[config.mk]
export PLATFORM = sky130hd
export DESIGN_NAME = multi_strobe_gen_flat
export DESIGN_NICKNAME = d
export VERILOG_FILES = /design/src/rtl/multi_strobe_gen_pkg.sv /design/src/rtl/multi_strobe_gen_if.sv /design/src/rtl/strobe_phase_cmp.sv /design/src/rtl/multi_strobe_gen.sv /design/src/flat_wrapper.sv
export SDC_FILE = /design/constraint.sdc
export NUM_CORES = 1
export LEC_CHECK = 0
export CELL_PAD_IN_SITES_DETAIL_PLACEMENT = 1
export CELL_PAD_IN_SITES_GLOBAL_PLACEMENT = 2
export CORE_UTILIZATION = 39
export DETAILED_ROUTE_END_ITERATION = 8
export HOLD_SLACK_MARGIN = 0.15
export PLACE_DENSITY = 0.92
export SLEW_MARGIN = 10
export SYNTH_ARGS = -nofsm -noshare
export SYNTH_HDL_FRONTEND = slang
export SYNTH_HIERARCHICAL = 1
export SYNTH_SLANG_ARGS = --single-unit
[constraint.sdc]
create_clock -name clk -period 8.9 [get_ports clk]
set_clock_uncertainty 0.15 [all_clocks]
set_input_delay 1.78 -clock clk [delete_from_list [all_inputs] [get_ports clk]]
set_output_delay 1.78 -clock clk [all_outputs]
set_load 0.05 [all_outputs]
[src/rtl/multi_strobe_gen_pkg.sv]
// Shared types and constants for the multi-channel strobe generator.
package multi_strobe_gen_pkg;

   typedef enum logic {
      IDLE = 1'b0,
      RUN  = 1'b1
   } state_t;

   localparam logic MODE_CONT  = 1'b0;
   localparam logic MODE_BURST = 1'b1;

endpackage

[src/rtl/multi_strobe_gen_if.sv]
// Control/config and strobe output bundle for multi_strobe_gen.
interface multi_strobe_gen_if #(
   parameter int unsigned NUM_CH  = 4,
   parameter int unsigned CNT_W   = 32,
   parameter int unsigned BURST_W = 16
);
   logic                    start_i;
   logic                    stop_i;
   logic                    mode_i;
   logic [CNT_W-1:0]        period_i;
   logic [BURST_W-1:0]      burst_len_i;
   logic [NUM_CH*CNT_W-1:0] phase_i;
   logic [NUM_CH-1:0]       en_o;
   logic                    busy_o;
   logic                    done_o;

   modport master (
      output start_i, stop_i, mode_i, period_i, burst_len_i, phase_i,
      input  en_o, busy_o, done_o
   );

   modport slave (
      input  start_i, stop_i, mode_i, period_i, burst_len_i, phase_i,
      output en_o, busy_o, done_o
   );
endinterface

[src/rtl/strobe_phase_cmp.sv]
// Per-channel registered phase compare; produces a 1-cycle strobe when cnt hits phase.
module strobe_phase_cmp #(
   parameter int unsigned CNT_W = 32
) (
   input  logic             clk,
   input  logic             rst_n,
   input  logic             run_i,
   input  logic             run_clr_i,
   input  logic [CNT_W-1:0] cnt_i,
   input  logic [CNT_W-1:0] phase_i,
   output logic             en_o
);
   logic en_q, en_d;

   always_comb begin
      en_d = 1'b0;
      if (!run_clr_i && run_i) en_d = (cnt_i == phase_i);
   end

   always_ff @(posedge clk or negedge rst_n) begin
      if (!rst_n) en_q <= 1'b0;
      else        en_q <= en_d;
   end

   assign en_o = en_q;
endmodule

[src/rtl/multi_strobe_gen.sv]
// Multi-channel periodic strobe generator: shared period counter, per-channel phase compare,
// continuous or N-period burst operation with start/stop control.
module multi_strobe_gen
   import multi_strobe_gen_pkg::*;
#(
   parameter int unsigned NUM_CH  = 4,
   parameter int unsigned CNT_W   = 32,
   parameter int unsigned BURST_W = 16
) (
   input logic             clk,
   input logic             rst_n,
   multi_strobe_gen_if.slave bus
);
   state_t                  state_q, state_d;
   logic [CNT_W-1:0]        cnt_q, cnt_d;
   logic [BURST_W-1:0]      per_cnt_q, per_cnt_d;
   logic [CNT_W-1:0]        period_q;
   logic [BURST_W-1:0]      burst_q;
   logic                    mode_q;
   logic [NUM_CH*CNT_W-1:0] phase_q;
   logic                    done_q, done_d;
   logic                    accept, wrap, last, cmp_run, run_clr;
   logic [NUM_CH-1:0]       en;

   always_comb begin
      accept = (state_q == IDLE) && bus.start_i && !bus.stop_i;
      wrap   = (cnt_q == period_q - CNT_W'(1));
      last   = wrap && (mode_q == MODE_BURST) && (per_cnt_q == burst_q - BURST_W'(1));
   end

   // State register
   always_ff @(posedge clk or negedge rst_n) begin
      if (!rst_n) state_q <= IDLE;
      else        state_q <= state_d;
   end

   // Next-state logic
   always_comb begin
      state_d = state_q;
      case (state_q)
         IDLE:    if (accept) state_d = RUN;
         RUN:     if (bus.stop_i || last) state_d = IDLE;
         default: state_d = IDLE;
      endcase
   end

   // Outputs
   always_comb begin
      bus.en_o   = en;
      bus.busy_o = (state_q == RUN);
      bus.done_o = done_q;
   end

   // Counter datapath; per_cnt saturates so continuous mode can run indefinitely
   always_comb begin
      cnt_d     = cnt_q;
      per_cnt_d = per_cnt_q;
      done_d    = 1'b0;
      cmp_run   = 1'b0;
      run_clr   = 1'b0;
      if (state_q == RUN) begin
         if (bus.stop_i) begin
            cnt_d     = '0;
            per_cnt_d = '0;
            run_clr   = 1'b1;
         end else begin
            cmp_run = 1'b1;
            if (wrap) begin
               cnt_d = '0;
               if (last) begin
                  per_cnt_d = '0;
                  done_d    = 1'b1;
               end else if (per_cnt_q != '1) begin
                  per_cnt_d = per_cnt_q + BURST_W'(1);
               end
            end else begin
               cnt_d = cnt_q + CNT_W'(1);
            end
         end
      end else if (accept) begin
         cnt_d     = '0;
         per_cnt_d = '0;
      end
   end

   always_ff @(posedge clk or negedge rst_n) begin
      if (!rst_n) begin
         cnt_q     <= '0;
         per_cnt_q <= '0;
         done_q    <= 1'b0;
         period_q  <= '0;
         burst_q   <= '0;
         mode_q    <= 1'b0;
         phase_q   <= '0;
      end else begin
         cnt_q     <= cnt_d;
         per_cnt_q <= per_cnt_d;
         done_q    <= done_d;
         if (accept) begin
            period_q <= (bus.period_i == '0) ? CNT_W'(1) : bus.period_i;
            burst_q  <= (bus.burst_len_i == '0) ? BURST_W'(1) : bus.burst_len_i;
            mode_q   <= bus.mode_i;
            phase_q  <= bus.phase_i;
         end
      end
   end

   for (genvar k = 0; k < NUM_CH; k++) begin : g_ch
      strobe_phase_cmp #(.CNT_W(CNT_W)) u_cmp (
         .clk       (clk),
         .rst_n     (rst_n),
         .run_i     (cmp_run),
         .run_clr_i (run_clr),
         .cnt_i     (cnt_q),
         .phase_i   (phase_q[k*CNT_W +: CNT_W]),
         .en_o      (en[k])
      );
   end
endmodule

[src/flat_wrapper.sv]
// flat-port wrapper written by rule: the top's interface ports become plain ports
module multi_strobe_gen_flat import multi_strobe_gen_pkg::*;
#(
   parameter int unsigned NUM_CH  = 4,
   parameter int unsigned CNT_W   = 32,
   parameter int unsigned BURST_W = 16
)
  (clk, rst_n, bus_start_i, bus_stop_i, bus_mode_i, bus_period_i, bus_burst_len_i, bus_phase_i, bus_en_o, bus_busy_o, bus_done_o);
  multi_strobe_gen_if #(.NUM_CH(NUM_CH), .CNT_W(CNT_W), .BURST_W(BURST_W)) bus_i ();
  input logic clk;
  input logic rst_n;
  input wire logic [$bits(bus_i.start_i)-1:0] bus_start_i;
  input wire logic [$bits(bus_i.stop_i)-1:0] bus_stop_i;
  input wire logic [$bits(bus_i.mode_i)-1:0] bus_mode_i;
  input wire logic [$bits(bus_i.period_i)-1:0] bus_period_i;
  input wire logic [$bits(bus_i.burst_len_i)-1:0] bus_burst_len_i;
  input wire logic [$bits(bus_i.phase_i)-1:0] bus_phase_i;
  output wire logic [$bits(bus_i.en_o)-1:0] bus_en_o;
  output wire logic [$bits(bus_i.busy_o)-1:0] bus_busy_o;
  output wire logic [$bits(bus_i.done_o)-1:0] bus_done_o;
  assign bus_i.start_i = bus_start_i;
  assign bus_i.stop_i = bus_stop_i;
  assign bus_i.mode_i = bus_mode_i;
  assign bus_i.period_i = bus_period_i;
  assign bus_i.burst_len_i = bus_burst_len_i;
  assign bus_i.phase_i = bus_phase_i;
  assign bus_en_o = bus_i.en_o;
  assign bus_busy_o = bus_i.busy_o;
  assign bus_done_o = bus_i.done_o;
  multi_strobe_gen #(.NUM_CH(NUM_CH), .CNT_W(CNT_W), .BURST_W(BURST_W)) u_core (.clk(clk), .rst_n(rst_n), .bus(bus_i));
endmodule
==> flow_metrics.tcl <==
set metrics [dict create \
    status "finished clean" \
    critPathTopFamily "simple AND/OR/NAND/NOR gates" \
    fp.coreArea_um2 31000 \
    place_congestion 0.844 \
    clkSinkCount 231 \
    vdd_ir_drop_max_uv 151 \
    synthTopCellsByCount "dfrtp_1 (231), mux2_2 (174), xor2_1 (154), nor2_1 (71), xnor2_1 (66)" \
    grt.total_usage_pct 23.5 \
    drtIter0Drc 449 \
    synth_fp_nets 1292 \
    grt_max_degree 184 \
    syn_avg_cell_area_um2 11.2 \
    routed_via_density 5.55 \
    root_buffer "clkbuf_16" \
    cts_tree "yes" \
    synth_edf_count 0 \
    synth.most_common_cell "dfrtp_1" \
    slew_violations 0 \
    clk_latency_ns 0.56 \
    synth.area.top_cells "dfrtp_1 (47%), mux2_2 (16%), xor2_1 (11%)" \
    cpPeakStageDelay_ns 0.92 \
    crit_required_ns 9.21 \
    path_clk_slew_ns 0.06 \
    post_cts_resized 0 \
    ys_types 64 \
    cp.arrival_ns 4.93 \
    drv_cap 0 \
    worstHoldPathType "flip-flop to flip-flop" \
    cts_buffers 26 \
    yosysTopAreaCell "dfrtp_1" \
    area_growth_pct 25.0 \
    crit_slowest_cell "nand2_1" \
    leakage_nw 6.25 \
    synth_cells 1107 \
    grt_pass1_vias 10100 \
    layout_min_cycle_time_ns 4.62 \
    power_density_nw_per_um2 203 \
    portBuffers 186 \
    grt_pass1_wl_um 59100 \
    die_h_um 180 \
    ant_nets 0 \
    setup.worst_path.end_class "flip-flop" \
    layout.nets 1473 \
    crit_type "flip-flop to flip-flop" \
    die_w_um 180 \
    synthArstFlopShare_pct 100 \
    cts_max_level 1 \
    slew_headroom_pct 20.8 \
    start_util_pct 40.1 \
    worst_slew_pin_slew_ns 1.19 \
    num-fill-cells 3280 \
    synthFlopType "dfrtp_1" \
    synth_top_area_share_pct 46.5 \
    holdBufCountCts 0 \
    drt-wirelength-per-cell_um 22.4 \
    drive_gt1_share_pct 18.1 \
    fin_tns_setup_ns 0 \
    first_pass_iters 5 \
    io_pins 187 \
    post-dp-hpwl_um 26700 \
    postCtsSetupRepairBufs 0 \
    finalHoldViolCount 0 \
    multi_input_area_um2 6430 \
    antenna_found_initial 5 \
    synth-seq-area-share_pct 46.5 \
    path_common_cell "nor4_1" \
    critPathBufInv 0 \
    regArea_um2 5780 \
    cp_max_fo 31 \
    drt-total-wl_um 38100 \
    fin_hold_ws_ns 0.376 \
    finalSetupViolCount 0 \
    ys_ff_latch 231 \
    finalCritPeriodShare_pct 51.9 \
    syn_area_um2 12400 \
    yosysWarnings 6 \
    fmax_mhz 217 \
    row_count 64 \
    cts_max_path_buffers 3 \
    drc 0 \
    vias 9454 \
    dieArea_um2 32600 \
    crit_chain "or4_1 -> nor4_1 -> and3_1 -> o2111ai_1 -> nor4_1 -> nand4_2 -> nand2_1 -> a21oi_1 -> nor3_1" \
    setup.worst_path.start_class "flip-flop" \
    grt_setup_unrepaired "no" \
    grt.overflow.total 0 \
]
-- power by group --
part	total [mW]	switching, mW	internal [mW]	leakage, nW
Sequential	1.43	0.200	1.23	2.83
Combinational	0.646	0.276	0.370	3.01
Clock	1.07	0.449	0.622	0.410
Total	3.15	0.924	2.22	6.25
-- cells by family after synthesis --
kind of cell,Yosys count,synth area share [%]
compound gates,88,4.68
fa+ha+maj,4,0.403
flops,231,46.5
mux,179,16.2
simple gates,332,14.9
xor+xnor,220,15.5
buf+inv,53,1.74
-- layout by cell type (no fill, tap or decap), types with 5 or more instances in the layout --
cell             count
dfrtp_1            231
clkdlybuf4s50_1    185
mux2_2             174
xor2_1             154
nor2_1              70
xnor2_1             66
nor4_1              59
nand2_1             39
a21oi_1             29
nand4_1             27
clkbuf_16           26
nor3_1              24
nand3_1             24
o21ai_0             18
inv_1               15
or3_1               15
nor2b_1             10
or4_1                8
and3_1               8
clkbuf_1             7
nand2b_1             7
nor3b_1              6
clkinv_2             5
nand4b_1             5
mux2i_1              5
a211oi_1             5
-- routing by layer --
layer / GRT usage (%) / up-vias / share of wire [%]
met2: 39.0 / 280 / 48
met4: 6.53 / 10 / 2.7
met5: 0.741 / - / 0.23
li1: - / 4330 / -
met1: 30.7 / 4770 / 43
met3: 5.27 / 64 / 6.5
-- metrics by stage --
stage               area, um^2  power (mW)  instances  worst slack (ns)  util, %
finish                   15500        3.15       1702              4.28     50.1
floorplan                12400        1.84       1107              4.98        -
CTS                      15500        3.17       1701              4.29     50.1
global route             15500        3.30       1701              3.94     50.1
detailed placement       14700        2.09       1656              3.95     47.4
global placement         14700        2.05       1656              4.07     47.4
-- worst register-to-register path, cell delays in order, from the launching register on --
cell and delay [ns]:
dfrtp_1 0.49, or4_1 0.67, nor4_1 0.55, and3_1 0.24
o2111ai_1 0.10, nor4_1 0.68, nand4_2 0.40, nand2_1 0.92
a21oi_1 0.17, nor3_1 0.16
-- area by class of cell --
type                            count  share of cell area (%)
Multi-Input combinational cell    823                    41.4
Clock inverter                      9                   0.790
Tap cell                          396                    3.19
Inverter                           15                   0.363
Clock buffer                       36                    4.63
Sequential cell                   231                    37.2
Antenna cell                        1                  0.0161
Timing Repair Buffer              191                    12.3
-- sequential cells by signal (all words and copies together), names as in the netlist --
register	cells
u_core/cnt_q	32
u_core/g_ch.u_cmp/en_o	4
u_core/bus.busy_o	1
u_core/burst_q	16
u_core/bus.done_o	1
u_core/mode_q	1
u_core/per_cnt_q	16
u_core/period_q	32
u_core/phase_q	128
-- path summary, 6_finish.rpt --
| check | startpoint | to | slack [ns] | cells past startpoint |
|---|---|---|---|---|
| min | u_core/phase_q[94] | u_core/phase_q[94] | 0.38 | 1 |
| min in group asynchronous | rst_n | u_core/period_q[14] | 1.04 | 1 |
| max | u_core/period_q[7] | u_core/per_cnt_q[2] | 4.28 | 9 |
| max in group asynchronous | rst_n | u_core/phase_q[115] | 6.05 | 2 |
| min reg2reg | u_core/phase_q[94] | u_core/phase_q[94] | 0.38 | 1 |
| max reg2reg | u_core/period_q[7] | u_core/per_cnt_q[2] | 4.28 | 9 |
(Power assumes the default switching activity.)
